===== src/rtl/tmu2_fdest_mc_if.sv =====
// Signal bundle between the destination fetch cache, the TMU2 pipeline and the FML bus.
// The slave modport is the cache; the master modport is its surroundings.
interface tmu2_fdest_mc_if #(
  parameter int fml_depth = 26
);
  logic [fml_depth-1:0] fml_adr;
  logic                 fml_stb;
  logic                 fml_ack;
  logic [63:0]          fml_di;
  logic                 flush;
  logic                 busy;
  logic                 fetch_en;
  logic                 pipe_stb_i;
  logic                 pipe_ack_o;
  logic [15:0]          color;
  logic [fml_depth-2:0] dadr;
  logic                 pipe_stb_o;
  logic                 pipe_ack_i;
  logic [15:0]          color_f;
  logic [fml_depth-2:0] dadr_f;
  logic [15:0]          dcolor;
  logic [31:0]          miss_count;

  modport slave (
    input  fml_ack, fml_di, flush, fetch_en, pipe_stb_i, color, dadr, pipe_ack_i,
    output fml_adr, fml_stb, busy, pipe_ack_o, pipe_stb_o, color_f, dadr_f, dcolor, miss_count
  );

  modport master (
    output fml_ack, fml_di, flush, fetch_en, pipe_stb_i, color, dadr, pipe_ack_i,
    input  fml_adr, fml_stb, busy, pipe_ack_o, pipe_stb_o, color_f, dadr_f, dcolor, miss_count
  );
endinterface


===== src/rtl/tmu2_fdest_mc.sv =====
// Direct-mapped destination pixel cache: one 4x64-bit FML burst per line, 2^line_bits lines.
// state   | meaning
// IDLE    | pass pixels through; start a fill on a miss
// FETCH1  | burst requested, waiting for fml_ack (beat 0 captured every cycle)
// FETCH2-4| capture beats 1..3; FETCH4 also commits tag and valid
// OUT     | present the filled pixel downstream until acknowledged
module tmu2_fdest_mc #(
  parameter int fml_depth = 26,
  parameter int line_bits = 2
) (
  input  logic            sys_clk,
  input  logic            sys_rst,
  tmu2_fdest_mc_if.slave  bus
);
  localparam int AW    = fml_depth - 1;
  localparam int IDXW  = (line_bits > 0) ? line_bits : 1;
  localparam int TAGW  = fml_depth - 5 - line_bits;
  localparam int NLINE = 1 << IDXW;

  typedef enum logic [2:0] {
    S_IDLE, S_FETCH1, S_FETCH2, S_FETCH3, S_FETCH4, S_OUT
  } state_e;

  state_e            state_q, state_d;
  logic [AW-1:0]     dadr_q;
  logic [15:0]       color_q;
  logic              hit_q;
  logic              wanted_q;
  logic [31:0]       miss_q;
  logic [NLINE-1:0]  valid_q;
  logic [TAGW-1:0]   tag_mem [NLINE];
  logic [63:0]       data_mem [NLINE*4];

  logic [IDXW-1:0]   idx_in, idx_r;
  logic [TAGW-1:0]   tag_in, tag_r;
  logic              accept, lookup_hit;
  logic              ack_o, stb_o, fml_stb_o;
  logic              mem_we, fill_done, miss_inc;
  logic [1:0]        mem_beat;
  logic [63:0]       rd_beat;

  // A single-line cache has no index bits; every address maps to line 0.
  if (line_bits == 0) begin : g_one_line
    assign idx_in = '0;
    assign idx_r  = '0;
  end else begin : g_multi_line
    assign idx_in = bus.dadr[4 +: IDXW];
    assign idx_r  = dadr_q[4 +: IDXW];
  end

  assign tag_in     = bus.dadr[AW-1 -: TAGW];
  assign tag_r      = dadr_q[AW-1 -: TAGW];
  assign lookup_hit = valid_q[idx_in] & (tag_mem[idx_in] == tag_in);
  assign accept     = bus.pipe_stb_i & ack_o;

  always_comb begin
    state_d   = state_q;
    ack_o     = 1'b0;
    stb_o     = 1'b0;
    fml_stb_o = 1'b0;
    mem_we    = 1'b0;
    mem_beat  = 2'd0;
    fill_done = 1'b0;
    miss_inc  = 1'b0;
    unique case (state_q)
      S_IDLE: begin
        ack_o = bus.pipe_ack_i | ~wanted_q;
        stb_o = wanted_q & (hit_q | ~bus.fetch_en);
        if (wanted_q & ~hit_q & bus.fetch_en) begin
          ack_o    = 1'b0;
          miss_inc = 1'b1;
          state_d  = S_FETCH1;
        end
      end
      S_FETCH1: begin
        fml_stb_o = 1'b1;
        mem_we    = 1'b1;
        if (bus.fml_ack) state_d = S_FETCH2;
      end
      S_FETCH2: begin
        mem_we   = 1'b1;
        mem_beat = 2'd1;
        state_d  = S_FETCH3;
      end
      S_FETCH3: begin
        mem_we   = 1'b1;
        mem_beat = 2'd2;
        state_d  = S_FETCH4;
      end
      S_FETCH4: begin
        mem_we    = 1'b1;
        mem_beat  = 2'd3;
        fill_done = 1'b1;
        state_d   = S_OUT;
      end
      S_OUT: begin
        stb_o = 1'b1;
        ack_o = bus.pipe_ack_i;
        if (bus.pipe_ack_i) state_d = S_IDLE;
      end
      default: state_d = S_IDLE;
    endcase
  end

  always_ff @(posedge sys_clk) begin
    if (sys_rst) begin
      state_q  <= S_IDLE;
      valid_q  <= '0;
      hit_q    <= 1'b0;
      wanted_q <= 1'b0;
      dadr_q   <= '0;
      color_q  <= '0;
      miss_q   <= '0;
    end else begin
      state_q <= state_d;
      if (ack_o) wanted_q <= bus.pipe_stb_i;
      if (accept) begin
        dadr_q  <= bus.dadr;
        color_q <= bus.color;
        hit_q   <= lookup_hit;
      end
      if (miss_inc) miss_q <= miss_q + 32'd1;
      // Flush overrides both a fresh lookup and a fill completing in the same cycle.
      if (bus.flush) begin
        valid_q <= '0;
        hit_q   <= 1'b0;
      end else if (fill_done) begin
        valid_q[idx_r] <= 1'b1;
      end
    end
  end

  always_ff @(posedge sys_clk) begin
    if (mem_we) data_mem[{idx_r, mem_beat}] <= bus.fml_di;
    if (fill_done) tag_mem[idx_r] <= tag_r;
  end

  assign rd_beat = data_mem[{idx_r, dadr_q[3:2]}];

  always_comb begin
    unique case (dadr_q[1:0])
      2'd0:    bus.dcolor = rd_beat[63:48];
      2'd1:    bus.dcolor = rd_beat[47:32];
      2'd2:    bus.dcolor = rd_beat[31:16];
      default: bus.dcolor = rd_beat[15:0];
    endcase
  end

  assign bus.fml_adr    = {dadr_q[AW-1:4], 5'd0};
  assign bus.fml_stb    = fml_stb_o;
  assign bus.pipe_ack_o = ack_o;
  assign bus.pipe_stb_o = stb_o;
  assign bus.busy       = wanted_q;
  assign bus.color_f    = color_q;
  assign bus.dadr_f     = dadr_q;
  assign bus.miss_count = miss_q;
endmodule

===== src/flat_wrapper.sv =====
// flat-port wrapper written by rule: the top's interface ports become plain ports
module tmu2_fdest_mc_flat 
#(
  parameter int fml_depth = 26,
  parameter int line_bits = 2
)
  (sys_clk, sys_rst, bus_fml_ack, bus_fml_di, bus_flush, bus_fetch_en, bus_pipe_stb_i, bus_color, bus_dadr, bus_pipe_ack_i, bus_fml_adr, bus_fml_stb, bus_busy, bus_pipe_ack_o, bus_pipe_stb_o, bus_color_f, bus_dadr_f, bus_dcolor, bus_miss_count);
  tmu2_fdest_mc_if #(.fml_depth(fml_depth)) bus_i ();
  input  logic sys_clk;
  input  logic sys_rst;
  input wire logic [$bits(bus_i.fml_ack)-1:0] bus_fml_ack;
  input wire logic [$bits(bus_i.fml_di)-1:0] bus_fml_di;
  input wire logic [$bits(bus_i.flush)-1:0] bus_flush;
  input wire logic [$bits(bus_i.fetch_en)-1:0] bus_fetch_en;
  input wire logic [$bits(bus_i.pipe_stb_i)-1:0] bus_pipe_stb_i;
  input wire logic [$bits(bus_i.color)-1:0] bus_color;
  input wire logic [$bits(bus_i.dadr)-1:0] bus_dadr;
  input wire logic [$bits(bus_i.pipe_ack_i)-1:0] bus_pipe_ack_i;
  output wire logic [$bits(bus_i.fml_adr)-1:0] bus_fml_adr;
  output wire logic [$bits(bus_i.fml_stb)-1:0] bus_fml_stb;
  output wire logic [$bits(bus_i.busy)-1:0] bus_busy;
  output wire logic [$bits(bus_i.pipe_ack_o)-1:0] bus_pipe_ack_o;
  output wire logic [$bits(bus_i.pipe_stb_o)-1:0] bus_pipe_stb_o;
  output wire logic [$bits(bus_i.color_f)-1:0] bus_color_f;
  output wire logic [$bits(bus_i.dadr_f)-1:0] bus_dadr_f;
  output wire logic [$bits(bus_i.dcolor)-1:0] bus_dcolor;
  output wire logic [$bits(bus_i.miss_count)-1:0] bus_miss_count;
  assign bus_i.fml_ack = bus_fml_ack;
  assign bus_i.fml_di = bus_fml_di;
  assign bus_i.flush = bus_flush;
  assign bus_i.fetch_en = bus_fetch_en;
  assign bus_i.pipe_stb_i = bus_pipe_stb_i;
  assign bus_i.color = bus_color;
  assign bus_i.dadr = bus_dadr;
  assign bus_i.pipe_ack_i = bus_pipe_ack_i;
  assign bus_fml_adr = bus_i.fml_adr;
  assign bus_fml_stb = bus_i.fml_stb;
  assign bus_busy = bus_i.busy;
  assign bus_pipe_ack_o = bus_i.pipe_ack_o;
  assign bus_pipe_stb_o = bus_i.pipe_stb_o;
  assign bus_color_f = bus_i.color_f;
  assign bus_dadr_f = bus_i.dadr_f;
  assign bus_dcolor = bus_i.dcolor;
  assign bus_miss_count = bus_i.miss_count;
  tmu2_fdest_mc #(.fml_depth(fml_depth), .line_bits(line_bits)) u_core (.sys_clk(sys_clk), .sys_rst(sys_rst), .bus(bus_i));
endmodule

===== config.mk =====
export PLATFORM = sky130hd
export DESIGN_NAME = tmu2_fdest_mc_flat
export DESIGN_NICKNAME = d
export VERILOG_FILES = /design/src/rtl/tmu2_fdest_mc_if.sv /design/src/rtl/tmu2_fdest_mc.sv /design/src/flat_wrapper.sv
export SDC_FILE = /design/constraint.sdc
export NUM_CORES = 1
export LEC_CHECK = 0
export BUFFER_PORTS_ARGS = -buffer_cell sky130_fd_sc_hd__buf_2
export CELL_PAD_IN_SITES_DETAIL_PLACEMENT = 0
export CELL_PAD_IN_SITES_GLOBAL_PLACEMENT = 1
export CORE_MARGIN = 2
export CORE_UTILIZATION = 54
export CTS_CLUSTER_DIAMETER = 30
export DETAILED_ROUTE_END_ITERATION = 6
export PLACE_DENSITY_LB_ADDON = 0.08
export SYNTH_ARGS = -nofsm -noshare
export SYNTH_HDL_FRONTEND = slang
export SYNTH_SLANG_ARGS = --single-unit

===== constraint.sdc =====
create_clock -name sys_clk -period 7.29 [get_ports sys_clk]
set_input_delay 0.729 -clock sys_clk [delete_from_list [all_inputs] [get_ports sys_clk]]
set_output_delay 0.729 -clock sys_clk [all_outputs]
set_load 0.01 [all_outputs]

==> run_results.csv, run 1 <==
group,metric,value,unit
cells_and_area,instances_no_fill,3735,
place,gp_congestion,0.7562,
synthesis,ys_ff_latch,1186,
clock_tree,hold_buffers,0,
clock_tree,cts_buffers,209,
route,routedWlPerCell,28.67,um
setup_path,reg2reg_depth,3,
hold_path,hold_class,"input pin to flip-flop",
clock_tree,root_buffer,"clkbuf_16",
die,ios,231,
place,hpwl,54320,um
clock_tree,insertion_delay,0.77,ns
clock_tree,clk_path_buf_depth,3,
synthesis,ys.warnings.count,0,
sta,fmax,196.9,MHz
hold_path,worstHoldStart,"bus_dadr[0]",
die,dieArea,86570,um^2
sta,skew,0.02049,ns
synthesis,syn_inst,2115,
global_routing,grt-ovfl-total,0,
cells_and_area,final_design_area_no_fill,55300,um^2
setup_path,max_stage_delay,0.85,ns
setup_path,worstSetupEndpointType,"primary output",
synthesis,yosysMostFrequentCell,"edfxtp_1",
setup_path,crit_chain,"buf_4 -> mux4_2 -> nor2b_1 -> a211oi_1 -> a21oi_1 -> o22ai_1 -> nand3_1 -> buf_2",
route,wl,107100,um
global_routing,met2_usage,0.4005,
global_routing,grt_max_degree,104,
place,dpl.cell_count,3340,
synthesis,ys.flop_type,"edfxtp_1",
setup_path,critPathArrivalTime,4.35,ns
global_routing,gr-usage-met3,0.05393,
sta,setup_viol,0,
route,route.vias.total,22770,
synthesis,synth.distinct_cells,48,
synthesis,synth_area_per_cell,21.51,um^2
clock_tree,clock-sinks,1186,
cells_and_area,syn2layout_area_growth,21.58,%
synthesis,synth_edf_count,1100,
cells_and_area,nNetsFinal,2584,
pwr,p_per_area,340.0,nW/um^2
synthesis,synth-seq-area-share,0.7640,
global_routing,grt_pass1_wl,155500,um
hold_path,min_path_cells,3,
synthesis,async_flop_share,0,
global_routing,grt.met1_usage,0.3574,
die,die_x,294.2,um
route,firstDrtPassIters,7,
setup_path,path_class,"flip-flop to primary output",
setup_path,r2r_start,"u_core.state_q[1]",
clock_tree,cts_resized,0,
place,numPortBuffers,225,
global_routing,grt_util_all_layers,0.2531,
global_routing,antenna_found_initial,14,
clock_tree,cts_max_level,4,
job,maxCapViolations,0,
synthesis,yosys.area.top_type,"edfxtp_1",
pwr,ir_worst_vdd,0.2458,mV
clock_tree,clkTransAtPathRegs,0.05,ns
route,initialDrtViolationCount,2375,
synthesis,syn_area,45490,um^2
outcome,outcome,"finished clean",
sta,maxSlewHeadroom,0.2813,
sta,fin_crit_sh,0.6967,
place,dpl_cell_area,47890,um^2
global_routing,grt_pass1_vias,23470,
setup_path,cp-start-kind,"flip-flop",
sta,maxSlewViolCount,0,
route,antenna_left,0,
die,dieHeight,294.2,um
synthesis,ys_top_cells_by_count,"edfxtp_1 (1,100), mux4_2 (323), nand2_1 (103)",
setup_path,path_max_fanout,49,
setup_path,crit_slowest_cell,"dfxtp_4",
global_routing,grt_busiest_layer,"met2",
sta,rsz0062_at_grt,"no",
cells_and_area,n_fill_cell,5489,
die,design.core.area,83560,um^2
sta,tightest_slew,1.070,ns
sta,setup_tns,0,ns
cells_and_area,drive_above_1_share,0.3723,
sta,hold_viol,0,
setup_path,cp.required,6.56,ns
die,num_rows,106,
pwr,p_leak,18.21,nW
sta,min_period,5.079,ns
clock_tree,post_cts_buffers,0,
synthesis,yosysTopAreaCellShare,0.7262,
clock_tree,tritoncts,"yes",
die,initial_core_util,0.5444,
route,vias_per_cell,6.097,
synthesis,synthTopCellsByArea,"edfxtp_1 (73%), mux4_2 (16%), dfxtp_1 (3.8%), mux2i_1 (1.1%), nand2_1 (0.85%)",
route,route.detailed.drc,0,
kinds of logic after synthesis:
family	after synthesis	synth area share
compound gates	112	0.01452
xor+xnor	47	0.009050
fa+ha+maj	1	0.0002750
buf+inv	147	0.01579
flops	1186	0.7640
mux	378	0.1721
other cells	1	0.00008244
simple gates	243	0.02410
routing by layer:
metal,wire length (um),share of wire
met2,51920,0.48
met5,44,0.00041
met4,2280,0.021
met1,44300,0.41
met3,8526,0.080
stage by stage:
stage	total power, mW	setup WS, ns	util	hold slack, ns
after global placement	8.897	2.847	0.5732	0.4386
after global routing	19.32	1.939	0.6618	0.1920
after detailed placement	8.914	2.924	0.5732	0.4466
after floorplan	8.481	1.267	-	0.4344
final	18.80	2.211	0.6619	0.2175
after CTS	18.96	2.096	0.6618	0.1652
sequential cells by signal, indices dropped and copies added, names as in the netlist, named ones only:
register and flops:
u_core.bus.busy 1, u_core.bus.color_f 16, u_core.bus.dadr_f 25, u_core.bus.miss_count 32, u_core.data_mem 1024, u_core.hit_q 1, u_core.state_q 3, u_core.tag_mem 76
u_core.valid_q 4
power by group:
part	total, mW	leakage [nW]	internal, mW	switching (mW)
Clock	10.0	3.55	6.69	3.34
Sequential	7.65	10.6	7.56	0.0951
Combinational	1.12	4.03	0.500	0.618
Total	18.8	18.2	14.8	4.05
path summary, 6_finish.rpt:
check,to,slack [ns]
min reg2reg,u_core.bus.color_f[9],0.45
max,bus_dcolor[0],2.21
min,u_core.bus.dadr_f[0],0.22
max reg2reg,u_core.data_mem[14][5],3.92
layout make-up:
class | count | area (um^2) | share of cell area
Sequential cell | 1186 | 34770 | 0.6287
Multi-Input combinational cell | 786 | 10160 | 0.1838
Clock buffer | 234 | 5473 | 0.09896
Clock inverter | 157 | 1932 | 0.03493
Timing Repair Buffer | 276 | 1559 | 0.02819
Tap cell | 1080 | 1351 | 0.02443
Inverter | 12 | 45.04 | 0.0008145
Antenna cell | 4 | 10.01 | 0.0001810
placed cells by master, fill, tap and decap left out, types with 18 or more instances in the layout:
| cell type | instances |
|---|---|
| buf_2 | 225 |
| clkinv_2 | 27 |
| clkinvlp_4 | 26 |
| nand3_1 | 21 |
| buf_4 | 47 |
| nor2_1 | 46 |
| a21oi_1 | 55 |
| clkbuf_16 | 216 |
| edfxtp_1 | 1100 |
| bufinv_16 | 36 |
| clkinv_4 | 27 |
| xor2_1 | 36 |
| nand2_1 | 103 |
| inv_6 | 22 |
| mux4_2 | 323 |
| clkbuf_1 | 18 |
| mux2i_1 | 51 |
| dfxtp_1 | 81 |
critical path: cells and delay by family (launching register included):
| family | cells | cell delay [ns] |
|---|---|---|
| multiplexers | 1 | 0.58 |
| flip-flops | 1 | 0.85 |
| AO/OA/AOI/OAI | 3 | 0.74 |
| AND/OR/NAND/NOR | 2 | 0.41 |
| buffers and inverters | 2 | 0.98 |
No activity file was read; power rests on OpenSTA's default activity.
==> run 2, diff against run 1 <==
--- a/config.mk
+++ b/config.mk
@@ -5,11 +5,12 @@
 export SDC_FILE = /design/constraint.sdc
 export NUM_CORES = 1
 export LEC_CHECK = 0
+export ABC_AREA = 1
 export BUFFER_PORTS_ARGS = -buffer_cell sky130_fd_sc_hd__buf_2
 export CELL_PAD_IN_SITES_DETAIL_PLACEMENT = 0
 export CELL_PAD_IN_SITES_GLOBAL_PLACEMENT = 1
 export CORE_MARGIN = 2
-export CORE_UTILIZATION = 54
+export CORE_UTILIZATION = 50
 export CTS_CLUSTER_DIAMETER = 30
 export DETAILED_ROUTE_END_ITERATION = 6
 export PLACE_DENSITY_LB_ADDON = 0.08
==> constraint.sdc (replaced) <==
create_clock -name sys_clk -period 5 [get_ports sys_clk]
set_input_delay 0.5 -clock sys_clk [delete_from_list [all_inputs] [get_ports sys_clk]]
set_output_delay 0.5 -clock sys_clk [all_outputs]
set_load 0.01 [all_outputs]
==> run 2 against run 1 <==
  * Die area rose by 13%
  * Sequential power rose by 45%
  * Sequential share of layout area fell by 2.8 points
  * Power rose by 54%
  * Core utilization fell by 5.2 points
  * Hold slack got worse by 0.17 ns
  * Clock skew fell by 0.00054 ns
==> run_results.csv, run 2 <==
group,metric,value,unit
sta,fmax,244.8,MHz
global_routing,grt_max_degree,247,
clock_tree,clk_path_buf_depth,3,
synthesis,synthTopCellsByArea,"edfxtp_1 (69%), nor2_1 (6.3%), o21ai_0 (5.1%), dfxtp_1 (3.6%), o211ai_1 (3.3%)",
pwr,p_seq_frac,0.383,
sta,skew,0.01994,ns
route,antenna_left,0,
place,dp_slack,1.791,ns
pwr,power.total,29.03,mW
synthesis,synth_area_per_cell,12.26,um^2
sta,worst_slack,0.9153,ns
hold_path,min_path_cells,4,
place,hpwl,65530,um
pwr,pwr-share-comb,0.094,
die,design.core.area,94870,um^2
global_routing,grt_pass1_vias,30860,
synthesis,yosys.area.top_type,"edfxtp_1",
clock_tree,root_buffer,"clkbuf_16",
sta,hold_viol,0,
global_routing,antenna_found_initial,12,
synthesis,ys_ff_latch,1186,
clock_tree,clock-sinks,1186,
sta,rsz0062_at_grt,"no",
synthesis,syn_inst,3897,
global_routing,grt-ovfl-total,0,
clock_tree,tritoncts,"yes",
clock_tree,clkTransAtPathRegs,0.05,ns
setup_path,ff2ff_setup_slack,2.14,ns
hold_path,hold_path_end,"u_core.state_q[2]",
global_routing,grt_util_all_layers,0.2663,
sta,fin_crit_sh,0.8169,
die,dieHeight,313.1,um
route,initialDrtViolationCount,3366,
synthesis,synth.distinct_cells,44,
pwr,internal_power,21.93,mW
synthesis,yosysMostFrequentCell,"edfxtp_1",
route,vias_per_cell,5.627,
route,route.vias.total,31720,
clock_tree,cts_max_level,4,
hold_path,hold_class,"input pin to flip-flop",
pwr,p_leak,20.10,nW
job,maxCapViolations,0,
synthesis,yosysTopAreaCellShare,0.6916,
sta,tightest_slew,1.374,ns
place,dpl_cell_area,49760,um^2
sta,min_period,4.085,ns
cells_and_area,n_fill_cell,7537,
route,wl,131300,um
outcome,outcome,"finished clean",
synthesis,async_flop_share,0,
cells_and_area,final_design_area_no_fill,57840,um^2
setup_path,path_max_fanout,230,
die,initial_core_util,0.5034,
pwr,switching_share,0.2448,
cells_and_area,layout_common_cells,"edfxtp_1 (1,100), nor2_1 (778), o21ai_0 (488)",
route,route.detailed.drc,0,
place,gp_congestion,0.7620,
global_routing,grt_pass1_wl,194500,um
setup_path,cp-start-kind,"flip-flop",
setup_path,r2r_start,"u_core.state_q[2]",
setup_path,reg2reg_to,"u_core.data_mem[7][18]",
route,routedWlPerCell,23.28,um
synthesis,syn_area,47760,um^2
pwr,pwr-share-clk,0.523,
clock_tree,cts_buffers,225,
route,firstDrtPassIters,6,
sta,maxSlewHeadroom,0.08388,
cells_and_area,largest_register_ffs,1024,
die,num_rows,113,
synthesis,ys.warnings.count,0,
cells_and_area,max_flop_register,"u_core.data_mem",
setup_path,path_class,"flip-flop to primary output",
cells_and_area,layout_commonest_cell,"edfxtp_1",
cells_and_area,drive_above_1_share,0.1654,
pwr,p_sw,7.106,mW
setup_path,reg2reg_depth,5,
setup_path,worstSetupEndpointType,"primary output",
clock_tree,cts_resized,0,
clock_tree,insertion_delay,0.78,ns
pwr,p_per_area,502.0,nW/um^2
hold_path,worstHoldStart,"bus_pipe_ack_i",
synthesis,synth-seq-area-share,0.7277,
setup_path,critPathArrivalTime,3.58,ns
cells_and_area,syn2layout_area_growth,21.10,%
clock_tree,hold_buffers,34,
clock_tree,post_cts_buffers,0,
die,ios,231,
sta,setup_tns,0,ns
sta,maxSlewViolCount,0,
die,dieArea,98010,um^2
synthesis,synth_edf_count,1100,
setup_path,cp.required,4.50,ns
place,numPortBuffers,225,
cells_and_area,final_util,0.6097,
sta,setup_viol,0,
synthesis,ys.flop_type,"edfxtp_1",
die,die_x,313.1,um
synthesis,ys_top_cells_by_count,"edfxtp_1 (1,100), nor2_1 (801), o21ai_0 (488)",
cells_and_area,nNetsFinal,4290,
pwr,ir_worst_vdd,0.3659,mV
[run 2: worst max path at each step]
stage,endpoint,startpoint,cells after the start
after global placement,bus_dcolor[8],flip-flop,9
after floorplan,u_core.data_mem[11][0],u_core.state_q[2],4
after CTS,bus_dcolor[8],flip-flop,9
final,bus_dcolor[8],flip-flop,8
after detailed placement,bus_dcolor[1],flip-flop,9
after global routing,bus_dcolor[1],flip-flop,9
[run 2: cell families after synthesis]
group | after synthesis | share of synthesized area
AO/OA/AOI/OAI | 877 | 0.1052
XOR/XNOR | 8 | 0.001467
adder cells (fa/ha/maj) | 1 | 0.0002619
buffers and inverters | 350 | 0.03977
flip-flops | 1186 | 0.7277
other | 1 | 0.00007852
AND/OR/NAND/NOR | 1474 | 0.1255
[run 2: per-stage QoR]
stage          hold WS (ns)  instances
6_report            0.04495       5637
5_1_grt             0.06009       5637
4_1_cts            0.001884       5635
3_5_place_dp         0.4506       5181
3_3_place_gp         0.4440       5181
2_1_floorplan        0.4294       3901
[run 2: power groups by stage]
stage	Combinational, mW	Clock (mW)	Sequential, mW
2_1_floorplan	1.75	0	11.3
3_3_place_gp	2.71	0	11.3
3_5_place_dp	2.72	0	11.3
4_1_cts	2.76	15.3	11.1
5_1_grt	3.01	15.8	11.1
6_report	2.74	15.2	11.1
[run 2: routing by layer]
| metal | global-route usage | routed length (um) | vias to the layer above |
|---|---|---|---|
| li1 | - | - | 14690 |
| met2 | 0.4356 | 63090 | 1087 |
| met3 | 0.04665 | 8468 | 215 |
| met5 | 0 | 62 | - |
| met1 | 0.3667 | 56720 | 15720 |
| met4 | 0.08036 | 2901 | 10 |
[run 2: critical path, cell delays in order, from the launching register on]
cell	delay (ns)
dfxtp_4	0.42
buf_12	0.24
nand2_1	0.26
nand3_1	0.10
nand3_1	0.12
a21oi_1	0.07
o21ai_0	0.61
nand4_1	0.30
buf_2	0.22
[run 2: final cells by class]
| class | instances | area [um^2] | area share |
|---|---|---|---|
| flip-flops and latches | 1186 | 34770 | 0.6011 |
| multi-input cells | 2365 | 11260 | 0.1947 |
| diodes | 2 | 5.005 | 0.00008653 |
| repair buffers | 319 | 2167 | 0.03747 |
| inverters | 80 | 324.1 | 0.005603 |
| clock buffers | 248 | 5812 | 0.1005 |
| well taps | 1265 | 1583 | 0.02736 |
| clock inverters | 172 | 1921 | 0.03320 |
